==> config.mk <==
export PLATFORM = sky130hd
export DESIGN_NAME = noise_injector
export DESIGN_NICKNAME = d
export VERILOG_FILES = /design/src/rtl/noise_injector.sv
export SDC_FILE = /design/constraint.sdc
export NUM_CORES = 1
export LEC_CHECK = 0
export ABC_AREA = 0
export BUFFER_PORTS_ARGS = -buffer_cell sky130_fd_sc_hd__buf_2
export CORE_UTILIZATION = 27
export CTS_BUF_LIST = sky130_fd_sc_hd__clkbuf_8
export DETAILED_ROUTE_END_ITERATION = 7
export SLEW_MARGIN = 10
export SYNTH_ARGS = -nofsm -noshare
export SYNTH_HDL_FRONTEND = slang
export SYNTH_SLANG_ARGS = --single-unit
==> constraint.sdc <==
create_clock -name clk -period 2.7 [get_ports clk]
set_input_delay 0 -clock clk [delete_from_list [all_inputs] [get_ports clk]]
set_output_delay 0 -clock clk [all_outputs]
set_load 0.005 [all_outputs]
==> src/rtl/noise_injector.sv <==
// rtl/noise_injector.sv - LFSR noise injector with saturating add for codec samples
module noise_injector #(
  parameter int          WIDTH      = 24,
  parameter int          NOISE_BITS = 8,
  parameter logic [15:0] SEED       = 16'hACE1
) (
  input  logic             clk,
  input  logic             reset,
  input  logic             enable,
  input  logic             bypass,
  input  logic [WIDTH-1:0] data_in,
  output logic [WIDTH-1:0] data_out,
  output logic             out_valid,
  output logic [15:0]      sat_count
);

  localparam logic [WIDTH-1:0] MAX_VAL = {1'b0, {(WIDTH-1){1'b1}}};
  localparam logic [WIDTH-1:0] MIN_VAL = {1'b1, {(WIDTH-1){1'b0}}};

  logic [15:0]      lfsr;
  logic             feedback;
  logic [WIDTH:0]   noise_ext;
  logic [WIDTH:0]   in_ext;
  logic [WIDTH:0]   sum;
  logic [WIDTH-1:0] sat_value;
  logic             clipped;

  assign feedback  = lfsr[15] ^ lfsr[13] ^ lfsr[12] ^ lfsr[10];
  assign noise_ext = {{(WIDTH + 1 - NOISE_BITS){lfsr[NOISE_BITS-1]}}, lfsr[NOISE_BITS-1:0]};
  assign in_ext    = {data_in[WIDTH-1], data_in};
  assign sum       = in_ext + noise_ext;

  // Clip: the sum fits in WIDTH+1 bits, so overflow shows as the top two bits disagreeing
  always_comb begin
    clipped   = 1'b0;
    sat_value = sum[WIDTH-1:0];
    if (sum[WIDTH] != sum[WIDTH-1]) begin
      clipped   = 1'b1;
      sat_value = sum[WIDTH] ? MIN_VAL : MAX_VAL;
    end
  end

  // Noise generator steps once per consumed sample, bypassed or not
  always_ff @(posedge clk or posedge reset) begin
    if (reset) begin
      lfsr <= SEED;
    end else if (enable) begin
      lfsr <= {lfsr[14:0], feedback};
    end
  end

  // Output sample register and its one-cycle valid strobe
  always_ff @(posedge clk or posedge reset) begin
    if (reset) begin
      data_out  <= '0;
      out_valid <= 1'b0;
    end else begin
      out_valid <= enable;
      if (enable) begin
        data_out <= bypass ? data_in : sat_value;
      end
    end
  end

  // Count clipped noisy samples, sticking at all-ones instead of wrapping
  always_ff @(posedge clk or posedge reset) begin
    if (reset) begin
      sat_count <= '0;
    end else if (enable && !bypass && clipped && (sat_count != 16'hFFFF)) begin
      sat_count <= sat_count + 16'd1;
    end
  end

endmodule

==> metrics.txt, run 1 <==
RSZ-0062 raised after global routing true; Mapped Area roughly 0.0038 mm^2; routed len/inst between 15 and 20 um; fin. max-slew vios 0; violated checks negative setup slack; Post-route DRC 0; H-tree depth 3; Cell variety after synth 52; FP Rows between 40 and 50; leading area contributor after synthesis dfrtp_1; FILL cells approximately 1.2k; Clock Skew about 15 ps; cell chain of the critical path buf_8, ha_4, nand4_1, buf_4, nor2_2, a211oi_2, o211a_1, and3_4, o211ai_4, buf_12, xnor2_4, buf_4, nor4_4, xor2_1; crit path max-delay cell type dfstp_4; post-synthesis compound-gate area fraction a little over a fifth; Worst VDD drop approximately 440 uV; synth warn 0; Seq pwr share 18.6%; Mapped Nets between 400 and 500; most numerous cell in the Yosys netlist dfrtp_1; number of global-route vias before repair about 3.7k; combinational fraction of design power 69.4%; Top Family by Delay on Critical Path flip-flops; core area roughly 0.013 mm^2; Clock Latency Late Sink between 300 and 400 ps; final hold vios 0; Num CTS Buffers 9; non-filler cells, final roughly 760; GPL Wtd Cong 0.844; CP most frequent cell buf_4; HP Class in2reg; GR Util All Layers 16.2%; final setup fails 40; CP Capture Type register; final core occ 46.9%; synth cell count leaders dfrtp_1 (49), a21oi_1 (42), nand2_1 (42), ha_1 (25); final worst setup slack -293 ps; Mapped Avg Cell Area 9.59 um^2; Int Power between 4 and 5 mW; leakage 2.79 nW; initial antenna violation count 1; Layout area overhead 67.4%; Initial Util about 28%; outcome complete, but fails checks; critical path peak fanout 7; Post-Synth XOR/XNOR Area between 9 and 10%; Tcrit/Tclk final 111%; multi-input logic area between 0.002 and 0.003 mm^2; P_sw about 3.2 mW; Critical Path RT 2920 ps; Highest Clock Rate 0.334 GHz; Ports between 60 and 70; adder-cell share of the synthesized area 8.86%; Worst Path Arrival 3220 ps; Critical Path Max Stage Delay 660 ps; post-synthesis cell count 392; Detailed Routing Iterations Pass 1 4; ANT nets after route 0; sw frac ~41%; post-synthesis sequential area ratio a little under two fifths; CTS tree done; clock sinks 57; worst path bufs/invs 4; clock share of power around an eighth; Most used DFF post-synth dfrtp_1; DRT iter0 DRCs between 90 and 100; register area roughly 0.0014 mm^2; DP HPWL about 7400 um; drt total wl around 12000 um; Die Ht ~120 um; Clock transition at path regs approximately 70 ps; largest family of logic cells by synthesized area compound AO/OA/AOI/OAI gates; Simple-Gate Fraction of Synth Area around 14%; power per cell area 1230 mW/mm^2; chip width about 120 um; share of layout cells above drive strength 1 between 50% and 60%; crit path time final 2990 ps; top-area cell type share of the netlist area about a third; clock buffer depth 2; CP Class reg2reg; largest net degree at the start of global routing 50; Post-synth ARST share 100%; placed cells roughly 690; CP Launch Type register; n_diodes 0; detailed-route vias per instance slightly below 5; Worst-Margin Slew around 1100 ps; #FFs+latches synth 57; largest cells by area after synthesis dfrtp_1 (33%), ha_1 (8.3%), a21oi_1 (5.6%), dfstp_2 (5.6%), xnor2_1 (4.7%); # nets final about 630; IO Port Bufs 68; global route overflow 0; first-pass GRT wire length between 15000 and 20000 um; Fin Setup TNS -9100 ps; Max-slew headroom about 29%; PnR Total Power about 7.7 mW; die area 0.0144 mm^2; Max Cap Viol 0; via count between 3k and 4k; number of synthesized flops with an enable pin 0; root buf cell clkbuf_8; mux cell area share after synthesis under 10%
logic make-up after synthesis:
group / after synthesis
AOI/OAI and AO/OA: 120
and+or+nand+nor: 102
DFF: 57
xor gates and xnor gates: 39
buffers and inverters: 31
adders and majority gates: 26
muxes: 17
registers in the layout, summed over array words and instances (netlist names):
name,flops
data_out,24
lfsr,16
sat_count,16
out_valid,1
cell usage in the layout, fill, tap and decap left out, types with 8 or more instances in the layout:
| cell | synthesis | routed |
|---|---|---|
| a21oi_2 | 1 | 27 |
| clkbuf_8 | 0 | 10 |
| o21ai_0 | 14 | 9 |
| nand3_1 | 11 | 11 |
| inv_1 | 16 | 15 |
| buf_4 | 1 | 78 |
| xnor2_1 | 20 | 19 |
| a21oi_1 | 42 | 14 |
| dfrtp_1 | 49 | 49 |
| xor2_1 | 19 | 19 |
| nand2_1 | 42 | 28 |
| a21o_1 | 13 | 13 |
| dlygate4sd3_1 | 0 | 22 |
| mux2_2 | 15 | 14 |
| buf_6 | 1 | 8 |
| nor2_1 | 11 | 8 |
| ha_4 | 0 | 16 |
| buf_2 | 4 | 68 |
| o22ai_1 | 20 | 20 |
repair_timing:
action | in CTS | in global routing
hold buffers | 22 | 0
setup buffers | 13 | 9
resized for setup | 53 | 72
setup endpoints to repair | 40 | 40
pin swaps | 35 | 29
hold endpoints to repair | 62 | 0
gates cloned | 2 | 4
layer usage:
layer	vias up	GRT usage, %	part of all wire [%]
met2	82	26.7	49
met5	-	0	0.083
met4	2	5.47	2.0
met3	25	3.66	4.5
met1	1799	20.8	45
li1	1810	-	-
power by group through the flow:
| stage | Clock (mW) | Combinational, mW | Sequential (mW) |
|---|---|---|---|
| after floorplan | 0 | 2.22 | 1.46 |
| after global placement | 0 | 3.57 | 1.46 |
| after detailed placement | 0 | 3.63 | 1.47 |
| after CTS | 0.956 | 4.45 | 1.45 |
| after global routing | 0.992 | 5.81 | 1.49 |
| final | 0.928 | 5.38 | 1.44 |
final cells by class:
type | instances | area share, %
Clock buffer | 10 | 2.19
Clock inverter | 6 | 1.33
Inverter | 16 | 0.955
Multi-Input combinational cell | 305 | 46.2
Sequential cell | 57 | 22.9
Tap cell | 176 | 3.50
Timing Repair Buffer | 186 | 22.9
through the flow:
step | area [um^2] | hold WS [ps] | setup slack (ps)
floorplan | 3840 | 31.4 | -9.45
global placement | 4890 | 225 | -378
detailed placement | 4890 | 225 | -456
CTS | 5800 | 20.1 | -273
global route | 6290 | 77.0 | -413
finish | 6290 | 46.7 | -293
worst min-delay path: stages:
cell	delay, ps
buf_2	110
o21ai_1	70
mux2i_1	150
final timing paths:
kind | cells past startpoint | end | start | slack, ps
min in group asynchronous | 3 | data_out[12] | reset | 470
max reg2reg | 14 | sat_count[10] | lfsr[7] | -290
max | 14 | sat_count[10] | lfsr[7] | -290
min reg2reg | 1 | sat_count[6] | sat_count[6] | 510
min | 3 | data_out[23] | data_in[23] | 50
max in group asynchronous | 4 | data_out[1] | reset | 1500
Power figures use the tool's default switching activity.
==> run 2: changes to the inputs <==
SETUP_SLACK_MARGIN = 0.15   (was unset)
==> metrics.txt, run 2 (synthesized netlist as in run 1, its figures left out) <==
routed len/inst 14.9 um; core area around 0.013 mm^2; Clock transition at path regs roughly 70 ps; number of global-route vias before repair between 3k and 4k; via count roughly 3.6k; H-tree depth 3; violated checks negative setup slack; Fin Setup TNS -10320 ps; detailed-route vias per instance 4.85; Detailed Routing Iterations Pass 1 4; hold_sp data_in[23]; first-pass GRT wire length around 18000 um; ANT nets after route 0; final hold vios 0; clock buffer depth 2; Max Cap Viol 0; share of layout cells above drive strength 1 a little under half; most common cell after layout, fill and taps aside buf_4; fin. max-slew vios 0; final worst setup slack -317 ps; GR Util All Layers between 10% and 20%; final setup fails 40; global route overflow 0; commonest cells after routing, fill and taps aside buf_4 (75), buf_2 (68), dfrtp_1 (49); outcome complete, but fails checks; Worst Path Arrival 3260 ps; top flop regs data_out x24, lfsr x16, sat_count x16; # nets final between 600 and 700; die area ~0.014 mm^2; RSZ-0062 raised after global routing true; Top Family by Delay on Critical Path compound AO/OA/AOI/OAI gates; Die Ht 120 um; DRT iter0 DRCs 91; crit path time final between 3000 and 4000 ps; power per cell area roughly 1200 mW/mm^2; initial antenna violation count 0; PnR Total Power between 7 and 8 mW; CP Capture Type register; cell chain of the critical path ha_4, buf_6, a211o_1, a211oi_2, o221ai_2, o31ai_4, o31ai_4, buf_4, buf_6, xnor2_4, buf_6, nor4_4, xor2_1; Worst VDD drop 661 uV; clock sinks 57; CTS tree done; DP HPWL 7570 um; Initial Util 28.0%; Critical Path Max Stage Delay 380 ps; FP Rows between 40 and 50; worst path bufs/invs 4; Clock Skew slightly below 9 ps; critical path peak fanout 5; IO Port Bufs approximately 70; Top reg by flops data_out; largest net degree at the start of global routing 43; Ports just under 70; Num CTS Buffers 9; final core occ about 44%; crit path max-delay cell type dfstp_2; CP Launch Type register; CP Class reg2reg; Post-route DRC 0; Largest register FFs 24; drt total wl around 11000 um; Worst-Margin Slew roughly 830 ps; Tcrit/Tclk final 112%; leakage between 2 and 3 nW; Critical Path RT approximately 2900 ps; Layout area overhead 56.8%; RR Startpoint lfsr[0]; chip width approximately 120 um; root buf cell clkbuf_8; HP Class in2reg; Max-slew headroom ~44%; CP Launch Point lfsr[0]; Clock Latency Late Sink 360 ps; GPL Wtd Cong around 0.84; n_diodes 0; CP most frequent cell buf_6; Highest Clock Rate 0.331 GHz
-- run 2: repair_timing --
item	CTS	global route
hold buffers	22	0
endpoints found under the hold margin	49	0
gates cloned	1	2
setup buffers	15	7
pin swaps	25	30
endpoints found under the setup margin	40	40
gates resized for setup	37	29
-- run 2: through the flow --
stage / cells / worst slack, ps / cell area (um^2) / hold WS [ps]
after floorplan: 392 / 17.6 / 3920 / 31.4
after global placement: 687 / -274 / 4910 / 194
after detailed placement: 687 / -322 / 4910 / 199
after global routing: 750 / -409 / 5890 / 47.4
final: 750 / -317 / 5890 / 31.1
after CTS: 741 / -226 / 5700 / 8.52
-- run 2: metal layers --
metal,GRT usage (%),share of wire [%],up-vias
li1,-,-,1791
met2,26.1,48,70
met5,0,0,-
met1,20.3,46,1761
met4,6.41,1.8,0
met3,3.42,3.9,14
-- run 2: area by class of cell --
cell class                      instances  area (um^2)
Fill cell                            1287         7510
Timing Repair Buffer                  180         1320
Tap cell                              176          220
Multi-Input combinational cell        305         2660
Clock inverter                          6         57.6
Inverter                               16         60.1
Sequential cell                        57         1440
Clock buffer                           10          138
-- run 2: final timing paths --
check / to / slack (ps) / depth (start not counted)
worst max-delay path: sat_count[10] / -320 / 13
worst min-delay path: data_out[23] / 30 / 3
worst max register to register: sat_count[10] / -320 / 13
worst min register to register: sat_count[10] / 500 / 1
max in group asynchronous: lfsr[6] / 1580 / 4
min in group asynchronous: data_out[2] / 350 / 3
-- run 2: power by group --
part,switching (mW),internal [mW]
clock network,0.367,0.444
registers,0.211,1.22
logic,2.30,2.52
total,2.88,4.18
-- run 2: worst reg2reg max path, stage by stage, from the launching register on --
cell and delay, ps:
dfstp_2 380, ha_4 160, buf_6 110, a211o_1 320, a211oi_2 320, o221ai_2 200, o31ai_4 360, o31ai_4 100
buf_4 150, buf_6 120, xnor2_4 310, buf_6 160, nor4_4 30, xor2_1 180
==> run 3: changes to the inputs <==
clock period = 3.25 ns   (was 2.7 ns; I/O delays follow)
==> metrics.txt, run 3 (synthesized netlist as in run 1, its figures left out) <==
Die Ht around 120 um; leakage around 2.3 nW; fin. max-slew vios 0; Clock transition at path regs roughly 60 ps; crit path max-delay cell type dfstp_2; initial antenna violation count 0; Fin Setup TNS 0 ps; clock buffer depth 2; Initial Util about 28%; sw frac between 40% and 50%; RSZ-0062 raised after global routing true; IO Port Bufs 68; H-tree depth 3; final setup fails 0; worst path bufs/invs 1; Ports between 60 and 70; number of global-route vias before repair between 3k and 4k; Largest register FFs 24; P_sw 1.99 mW; final hold vios 0; FP Rows 42; clock share of power a little over an eighth; Critical Path RT approximately 3500 ps; Highest Clock Rate ~0.34 GHz; global route overflow 0; root buf cell clkbuf_8; Critical Path Max Stage Delay about 560 ps; Worst Path Arrival about 3200 ps; Max-slew headroom 43.7%; Worst VDD drop 440 uV; DRT iter0 DRCs between 150 and 200; Layout area overhead 34.5%; outcome complete, no violations; detailed-route vias per instance 4.99; chip width 120 um; register area between 0.001 and 0.0015 mm^2; Int Power 2.72 mW; Detailed Routing Iterations Pass 1 4; largest net degree at the start of global routing 49; ANT nets after route 0; Num CTS Buffers 9; DP HPWL between 7000 and 8000 um; Clock Latency Late Sink around 360 ps; HP Class in2reg; critical path peak fanout 5; CP Class reg2reg; first-pass GRT wire length around 17000 um; GPL Wtd Cong between 0.8 and 0.9; share of layout cells above drive strength 1 between 30% and 40%; routed len/inst approximately 15 um; # nets final between 500 and 600; most common cell after layout, fill and taps aside buf_2; clock sinks 57; via count 3372; Worst-Margin Slew between 800 and 900 ps; power per cell area 933 mW/mm^2; FILL cells 1375; DP Area around 0.0044 mm^2; Final Instance Area between 0.005 and 0.006 mm^2; Top reg by flops data_out; commonest cells after routing, fill and taps aside buf_2 (68), dfrtp_1 (49), nand2_1 (42); top flop regs data_out x24, lfsr x16, sat_count x16; Top Family by Delay on Critical Path compound AO/OA/AOI/OAI gates; GR Util All Layers around 15%; CP Capture Type register; Post-route DRC 0; Max Cap Viol 0; multi-input logic area between 0.002 and 0.0025 mm^2; crit path time final slightly below 3000 ps; core area around 0.013 mm^2; drt total wl ~10000 um; CP Launch Type register; Seq pwr share between 20% and 30%; cell chain of the critical path ha_4, inv_1, fa_2, nand2b_4, a21oi_4, o21ai_1, o211a_1, and3_1, o211ai_2, xnor2_4, nor2_1, mux2_2; die area roughly 0.014 mm^2; Tcrit/Tclk final 91.6%; Clock Skew between 15 and 20 ps; combinational fraction of design power between 60% and 70%; CTS tree done; n_diodes 0
run 3: changes by cell type in the layout (fill, tap and decap cells not counted), moves of 4 or more:
cell      delta
a21oi_1     +11
nand2_2      -4
ha_4         -5
a21oi_2      -9
nor4_2       +5
inv_1        +4
buf_4       -63
clkinv_2     -4
nand2_1      +4
ha_2         +5
nor4_4       -5
buf_6       -11
run 3: power groups by stage:
stage               logic (mW)  clock network, mW  registers, mW
floorplan                 1.76                  0           1.20
global placement          2.40                  0           1.20
global route              3.21              0.668           1.25
finish                    2.89              0.612           1.21
CTS                       2.54              0.641           1.20
detailed placement        2.44                  0           1.21
run 3: what timing repair did:
action                                  4_1_cts  5_1_grt
hold buffers                                 23        0
endpoints found under the hold margin        46        0
endpoints found under the setup margin       35       38
pin swaps                                     1       13
gates cloned                                  0        1
setup buffers                                 1        4
resized for setup                             8       34
run 3: metal layers:
metal  part of all wire, %  GRT usage (%)
met1                    45           18.6
met2                    47           22.8
met3                   5.6           4.99
met4                   2.2           6.25
met5                     0              0
run 3: worst paths after layout:
path                                from             to  slack, ps  cells past startpoint
min reg2reg                sat_count[10]  sat_count[10]        500                      1
max in group asynchronous          reset       lfsr[15]       2110                      4
max reg2reg                      lfsr[0]   sat_count[1]        270                     12
max                              lfsr[0]   sat_count[1]        270                     12
min in group asynchronous          reset   sat_count[3]        240                      3
min                          data_in[23]   data_out[23]         20                      3
run 3: cell type report:
type                    instances  share of cell area (%)
clock buffers                  12                    3.27
clock inverters                 3                   0.223
repair buffers                108                    15.0
well taps                     176                    4.36
multi-input cells             304                    47.5
flip-flops and latches         57                    28.4
inverters                      16                    1.19
run 3: per-stage QoR:
step	worst slack (ps)	hold slack [ps]	util [%]	power, mW	instances
2_1_floorplan	299	31.4	-	2.96	392
3_3_place_gp	130	86.6	32.5	3.60	632
3_5_place_dp	7.61	95.6	32.5	3.65	632
4_1_cts	157	6.84	35.9	4.39	671
5_1_grt	127	48.3	37.7	5.12	676
6_report	275	16.1	37.7	4.71	676
run 3: worst min-delay path, delay by kind of cell:
kind / cells / cell delay, ps
muxes: 1 / 150
buffers and inverters: 1 / 90
AOI/OAI and AO/OA: 1 / 70
